<file path="src/rtl/noc_axi_wr_master_if.sv">
// AXI write-channel bundle (AW, W, B) between the NoC write master and the crossbar port.
interface noc_axi_wr_master_if #(
  parameter int ADDR_W = 32,
  parameter int DATA_W = 32
);
  logic [ADDR_W-1:0] m_awaddr;
  logic              m_awvalid;
  logic              m_awready;
  logic [DATA_W-1:0] m_wdata;
  logic              m_wvalid;
  logic              m_wready;
  logic [1:0]        m_bresp;
  logic              m_bvalid;
  logic              m_bready;

  modport master (
    output m_awaddr, m_awvalid, m_wdata, m_wvalid, m_bready,
    input  m_awready, m_wready, m_bresp, m_bvalid
  );

  modport slave (
    input  m_awaddr, m_awvalid, m_wdata, m_wvalid, m_bready,
    output m_awready, m_wready, m_bresp, m_bvalid
  );
endinterface

</file>
<file path="src/rtl/noc_axi_wr_master.sv">
// Write-issue stage: buffers client address/data requests and issues each as a single
// AXI write (AW + W + B), one outstanding, with a response timeout that latches a fault.
module noc_axi_wr_master #(
  parameter int ADDR_W     = 32,
  parameter int DATA_W     = 32,
  parameter int FIFO_DEPTH = 4,
  parameter int TIMEOUT    = 255
) (
  input  logic                          clk,
  input  logic                          reset,
  input  logic                          req_valid,
  output logic                          req_ready,
  input  logic [ADDR_W-1:0]             req_addr,
  input  logic [DATA_W-1:0]             req_data,
  noc_axi_wr_master_if.master           axi,
  output logic                          done,
  output logic                          err,
  output logic                          fault,
  output logic                          busy,
  output logic [$clog2(FIFO_DEPTH):0]   fifo_level
);
  localparam int PTR_W = $clog2(FIFO_DEPTH);
  localparam int LVL_W = PTR_W + 1;
  localparam int CNT_W = $clog2(TIMEOUT + 1);
  localparam logic [LVL_W-1:0] FULL_LVL = LVL_W'(FIFO_DEPTH);
  localparam logic [CNT_W-1:0] CNT_LAST = CNT_W'(TIMEOUT - 1);

  typedef enum logic [1:0] {IDLE, SEND, WAIT_B, FAULT} state_t;

  state_t            state_reg;
  logic [ADDR_W-1:0] addr_mem [FIFO_DEPTH];
  logic [DATA_W-1:0] data_mem [FIFO_DEPTH];
  logic [PTR_W-1:0]  wr_ptr_reg;
  logic [PTR_W-1:0]  rd_ptr_reg;
  logic [LVL_W-1:0]  level_reg;
  logic [CNT_W-1:0]  cnt_reg;
  logic              push;
  logic              pop;
  logic              aw_pending;
  logic              w_pending;

  assign req_ready  = (level_reg != FULL_LVL);
  assign push       = req_valid & req_ready;
  assign pop        = (state_reg == IDLE) && (level_reg != '0);
  assign fifo_level = level_reg;
  assign busy       = (state_reg != IDLE) || (level_reg != '0);

  // A channel is still pending if its valid is up and no ready is seen this cycle.
  assign aw_pending = axi.m_awvalid & ~axi.m_awready;
  assign w_pending  = axi.m_wvalid & ~axi.m_wready;

  always_ff @(posedge clk) begin
    if (push) begin
      addr_mem[wr_ptr_reg] <= req_addr;
      data_mem[wr_ptr_reg] <= req_data;
    end
  end

  always_ff @(posedge clk) begin
    if (reset) begin
      wr_ptr_reg <= '0;
      rd_ptr_reg <= '0;
      level_reg  <= '0;
    end else begin
      if (push) wr_ptr_reg <= wr_ptr_reg + 1'b1;
      if (pop)  rd_ptr_reg <= rd_ptr_reg + 1'b1;
      case ({push, pop})
        2'b10:   level_reg <= level_reg + 1'b1;
        2'b01:   level_reg <= level_reg - 1'b1;
        default: level_reg <= level_reg;
      endcase
    end
  end

  always_ff @(posedge clk) begin
    if (reset) begin
      state_reg     <= IDLE;
      axi.m_awaddr  <= '0;
      axi.m_wdata   <= '0;
      axi.m_awvalid <= 1'b0;
      axi.m_wvalid  <= 1'b0;
      axi.m_bready  <= 1'b0;
      cnt_reg       <= '0;
      done          <= 1'b0;
      err           <= 1'b0;
      fault         <= 1'b0;
    end else begin
      done <= 1'b0;
      err  <= 1'b0;
      case (state_reg)
        IDLE: begin
          if (pop) begin
            axi.m_awaddr  <= addr_mem[rd_ptr_reg];
            axi.m_wdata   <= data_mem[rd_ptr_reg];
            axi.m_awvalid <= 1'b1;
            axi.m_wvalid  <= 1'b1;
            state_reg     <= SEND;
          end
        end
        SEND: begin
          if (axi.m_awready) axi.m_awvalid <= 1'b0;
          if (axi.m_wready)  axi.m_wvalid  <= 1'b0;
          if (!aw_pending && !w_pending) begin
            axi.m_bready <= 1'b1;
            cnt_reg      <= '0;
            state_reg    <= WAIT_B;
          end
        end
        WAIT_B: begin
          // A response in the same cycle the counter expires takes priority over the timeout.
          if (axi.m_bvalid) begin
            axi.m_bready <= 1'b0;
            done         <= (axi.m_bresp == 2'b00);
            err          <= (axi.m_bresp != 2'b00);
            state_reg    <= IDLE;
          end else if (cnt_reg == CNT_LAST) begin
            err       <= 1'b1;
            fault     <= 1'b1;
            state_reg <= FAULT;
          end else begin
            cnt_reg <= cnt_reg + 1'b1;
          end
        end
        FAULT: begin
          axi.m_bready <= 1'b1;
        end
        default: state_reg <= IDLE;
      endcase
    end
  end
endmodule

</file>
<file path="src/flat_wrapper.sv">
// flat-port wrapper written by rule: the top's interface ports become plain ports
module noc_axi_wr_master_flat 
#(
  parameter int ADDR_W     = 32,
  parameter int DATA_W     = 32,
  parameter int FIFO_DEPTH = 4,
  parameter int TIMEOUT    = 255
)
  (clk, reset, req_valid, req_ready, req_addr, req_data, done, err, fault, busy, fifo_level, axi_m_awaddr, axi_m_awvalid, axi_m_wdata, axi_m_wvalid, axi_m_bready, axi_m_awready, axi_m_wready, axi_m_bresp, axi_m_bvalid);
  noc_axi_wr_master_if #(.ADDR_W(ADDR_W), .DATA_W(DATA_W)) axi_i ();
  input  logic clk;
  input  logic reset;
  input  logic req_valid;
  output logic req_ready;
  input  logic [ADDR_W-1:0] req_addr;
  input  logic [DATA_W-1:0] req_data;
  output logic done;
  output logic err;
  output logic fault;
  output logic busy;
  output logic [$clog2(FIFO_DEPTH):0] fifo_level;
  output wire logic [$bits(axi_i.m_awaddr)-1:0] axi_m_awaddr;
  output wire logic [$bits(axi_i.m_awvalid)-1:0] axi_m_awvalid;
  output wire logic [$bits(axi_i.m_wdata)-1:0] axi_m_wdata;
  output wire logic [$bits(axi_i.m_wvalid)-1:0] axi_m_wvalid;
  output wire logic [$bits(axi_i.m_bready)-1:0] axi_m_bready;
  input wire logic [$bits(axi_i.m_awready)-1:0] axi_m_awready;
  input wire logic [$bits(axi_i.m_wready)-1:0] axi_m_wready;
  input wire logic [$bits(axi_i.m_bresp)-1:0] axi_m_bresp;
  input wire logic [$bits(axi_i.m_bvalid)-1:0] axi_m_bvalid;
  assign axi_m_awaddr = axi_i.m_awaddr;
  assign axi_m_awvalid = axi_i.m_awvalid;
  assign axi_m_wdata = axi_i.m_wdata;
  assign axi_m_wvalid = axi_i.m_wvalid;
  assign axi_m_bready = axi_i.m_bready;
  assign axi_i.m_awready = axi_m_awready;
  assign axi_i.m_wready = axi_m_wready;
  assign axi_i.m_bresp = axi_m_bresp;
  assign axi_i.m_bvalid = axi_m_bvalid;
  noc_axi_wr_master #(.ADDR_W(ADDR_W), .DATA_W(DATA_W), .FIFO_DEPTH(FIFO_DEPTH), .TIMEOUT(TIMEOUT)) u_core (.clk(clk), .reset(reset), .req_valid(req_valid), .req_ready(req_ready), .req_addr(req_addr), .req_data(req_data), .axi(axi_i), .done(done), .err(err), .fault(fault), .busy(busy), .fifo_level(fifo_level));
endmodule
</file>
<file path="config.mk">
export PLATFORM = sky130hd
export DESIGN_NAME = noc_axi_wr_master_flat
export DESIGN_NICKNAME = d
export VERILOG_FILES = /design/src/rtl/noc_axi_wr_master_if.sv /design/src/rtl/noc_axi_wr_master.sv /design/src/flat_wrapper.sv
export SDC_FILE = /design/constraint.sdc
export NUM_CORES = 1
export LEC_CHECK = 0
export ABC_AREA = 1
export CAP_MARGIN = 20
export CORE_MARGIN = 2
export CORE_UTILIZATION = 56
export CTS_CLUSTER_DIAMETER = 30
export DETAILED_ROUTE_END_ITERATION = 6
export PLACE_DENSITY = 0.84
export SYNTH_ARGS = -nofsm -noshare
export SYNTH_HDL_FRONTEND = slang
export SYNTH_SLANG_ARGS = --single-unit
</file>
<file path="constraint.sdc">
create_clock -name clk -period 5.1 [get_ports clk]
set_input_delay 0.51 -clock clk [delete_from_list [all_inputs] [get_ports clk]]
set_output_delay 0.51 -clock clk [all_outputs]
set_load 0.01 [all_outputs]
</file>
==> out/metrics.cfg <==
[sta]
setup_violations = 0
rsz0062_at_grt = no
tightest_slew_ns = 1.03
fmax_mhz = 370
drv_slew = 0
holdWs_ns = 0.464
slew_headroom_pct = 31.5
hold_violations = 0
fin_crit_sh_pct = 53.0
finalSetupTns_ns = 0
fin_skew_ns = 0.0313
period_needed_ns = 2.70
postLayoutSetupSlackWorst_ns = 2.40

[synth]
synth_fp_nets = 1176
synth_seq_cells = 343
syn_area_um2 = 13000
syn_avg_cell_area_um2 = 11.9
syn_inst = 1092
synth_warnings = 0
yosysSeqAreaShare_pct = 72.7
yosysUniqueCellTypes = 28

[clock_tree]
clkTransAtPathRegs_ns = 0.05
ctsResizeCount = 0
cts_sinks = 343
cts_hold_buf = 0
clk_path_buf_depth = 3
postCtsSetupBuffers = 0
h-tree-depth = 2
cts_tree = yes
root_buffer = clkbuf_16
cts_buffers = 55
insertion_delay_ns = 0.58

[critical_path]
cpLargestDelayFamily = buffers and inverters
required_ns = 5.54
r2r-start = u_core.rd_ptr_reg[0]$_SDFFE_PP0P_
max_stage_delay_ns = 0.70
r2r_cells = 4
critPathKind = flip-flop to flip-flop
cpMaxStageDelayCell = clkinv_2
cp-end-kind = flip-flop
path_buf_inv = 2
ff2ff_setup_slack_ns = 2.40
worstSetupStartpointType = flip-flop
r2r-end = u_core.axi.m_wdata[30]$_SDFFE_PP0P_
cp_data_arrival_time_ns = 3.14
worstPathMaxFanout = 79
worstPathCellList = clkinv_2 > buf_4 > o21ai_0 > a31oi_1

[placed_design]
placed_area_um2 = 14600
post-place-ws_ns = 1.99
place_hpwl_um = 16700
port_buffers = 146
dp_cells = 1470
place_congestion = 0.814

[floorplan]
die_w_um = 156
initial_core_util_pct = 57.1
core_um2 = 22700
row_count = 55
die_area_um2 = 24400
io-pin-count = 147
fp.dieH_um = 156

[grt]
grt_pass1_vias = 9278
grt_antenna_before_repair = 1
grt_pass1_wl_um = 48900
grt_usage_pct = 25.9
overflow = 0
grt_max_degree = 131

[pwr]
p_total_mw = 9.77
p_int_mw = 6.80
clockPowerShare_pct = 39.4
power_density_nw_per_um2 = 591
power_switching_mw = 2.97
seq_power_share_pct = 38.0
swShare_pct = 30.4
power_frac_comb_pct = 22.6
p_leak_nw = 5.91
max-vdd-ir-drop_v = 0.000369

[finish]
finalNetCount = 1327
area_growth_pct = 27.3
reg_top3 = u_core.addr_mem (128), u_core.data_mem (128)
post-route-util_pct = 72.7
drive_above_1_share_pct = 9.22
final_cells = 1576
fillCellCount = 1362
final_area_um2 = 16500

[detailed_routing]
wirelength_um = 31600
drc = 0
drtIter0Drc = 1041
dr.pass1.iters = 5
routedWlPerCell_um = 20.1
vias_per_cell = 5.92
antenna_left = 0
via_count = 9335

[job]
max_cap_viol_count = 0

[hold_path]
hold_start = u_core.axi.m_bready$_SDFFE_PP0P_
min_path_type = flip-flop to flip-flop
whs_path_depth = 2
whs_endpoint = u_core.axi.m_bready$_SDFFE_PP0P_

[outcome]
status = finished clean

==> cell usage in the layout (no fill, tap or decap), drive strengths merged <==
cell type	Yosys	routed
clkdlybuf4s50	0	146
a21oi	14	14
nor4	1	1
dfxtp	87	87
clkinvlp	0	6
clkinv	0	16
nand4	3	3
fa	1	1
nor3	1	1
inv	45	48
or2	2	2
o21ai	204	204
edfxtp	256	256
a211oi	1	1
clkbuf	23	70
o21a	1	1
a31oi	66	66
buf	41	12
diode	0	1
bufinv	0	9
ha	11	11
nand3	14	14
nand2	48	48
nor2	273	273
==> power groups by stage <==
stage / clock network, mW / registers [mW] / logic, mW
floorplan: 0 / 3.76 / 1.34
global placement: 0 / 3.73 / 2.00
detailed placement: 0 / 3.74 / 2.09
CTS: 3.87 / 3.71 / 2.17
global route: 3.98 / 3.75 / 2.43
finish: 3.84 / 3.72 / 2.21
==> cell usage after synthesis <==
cell type | number | area share (%)
a31oi_1 | 66 | 3.2
nor3_1 | 1 | 0.039
inv_2 | 2 | 0.058
o21ai_1 | 5 | 0.19
nand2_2 | 2 | 0.096
clkbuf_1 | 23 | 0.67
buf_2 | 20 | 0.77
ha_1 | 11 | 1.1
buf_4 | 14 | 0.81
nor4_1 | 1 | 0.048
fa_1 | 1 | 0.15
buf_6 | 6 | 0.52
nand3_2 | 1 | 0.077
nor2_2 | 1 | 0.048
o21a_1 | 1 | 0.058
nand2_1 | 46 | 1.3
nor2_1 | 271 | 7.8
a21oi_1 | 14 | 0.54
inv_1 | 43 | 1.2
dfxtp_1 | 87 | 13
nand4_1 | 3 | 0.14
or2_2 | 2 | 0.096
buf_1 | 1 | 0.029
a211oi_1 | 1 | 0.058
nor2_4 | 1 | 0.087
o21ai_0 | 199 | 7.7
edfxtp_1 | 256 | 59
nand3_1 | 13 | 0.50
==> worst max path at each step <==
| stage | depth (start not counted) | start | end | slack (ns) |
|---|---|---|---|---|
| after floorplan | 4 | u_core.fifo_level[1]$_SDFFE_PP0P_ | u_core.addr_mem[0][0]$_DFFE_PP_ | 1.15 |
| after global placement | 4 | req_valid | u_core.data_mem[1][1]$_DFFE_PP_ | 2.04 |
| after detailed placement | 4 | req_valid | u_core.addr_mem[1][5]$_DFFE_PP_ | 1.99 |
| after CTS | 11 | u_core.state_reg[0]$_SDFFE_PP0P_ | u_core.fifo_level[2]$_SDFFE_PP0P_ | 2.11 |
| after global routing | 12 | u_core.state_reg[0]$_SDFFE_PP0P_ | u_core.fifo_level[2]$_SDFFE_PP0P_ | 2.13 |
| final | 4 | u_core.rd_ptr_reg[0]$_SDFFE_PP0P_ | u_core.axi.m_wdata[30]$_SDFFE_PP0P_ | 2.40 |
==> metal layers <==
metal | track usage [%] | up-vias | part of all wire [%]
met4 | 12.3 | 0 | 3.9
met1 | 32.1 | 4492 | 38
met2 | 44.0 | 554 | 50
li1 | - | 4183 | -
met3 | 5.04 | 106 | 8.2
met5 | 0 | - | 0
==> layout make-up <==
type,count,area (µm²),share of cell area (%)
Sequential cell,343,9430,57.1
Multi-Input combinational cell,640,3040,18.4
Timing Repair Buffer,158,1570,9.51
Clock buffer,70,1470,8.91
Clock inverter,34,467,2.82
Tap cell,285,357,2.16
Inverter,45,173,1.05
Antenna cell,1,2.50,0.0151
==> worst min-delay path, stage by stage (launching register included) <==
cell and delay (ns):
dfxtp_1 0.30, nand2_1 0.06, a21oi_1 0.05
==> cells by family (layout without fill, tap and decap cells) <==
kind of cell | after synthesis | in the layout | synth area share (%)
AO/OA/AOI/OAI | 286 | 286 | 11.7
adder cells (fa/ha/maj) | 12 | 12 | 1.22
buffers and inverters | 109 | 307 | 4.10
flip-flops | 343 | 343 | 72.7
other | 0 | 1 | 0
AND/OR/NAND/NOR | 342 | 342 | 10.3
(Power assumes the default switching activity.)
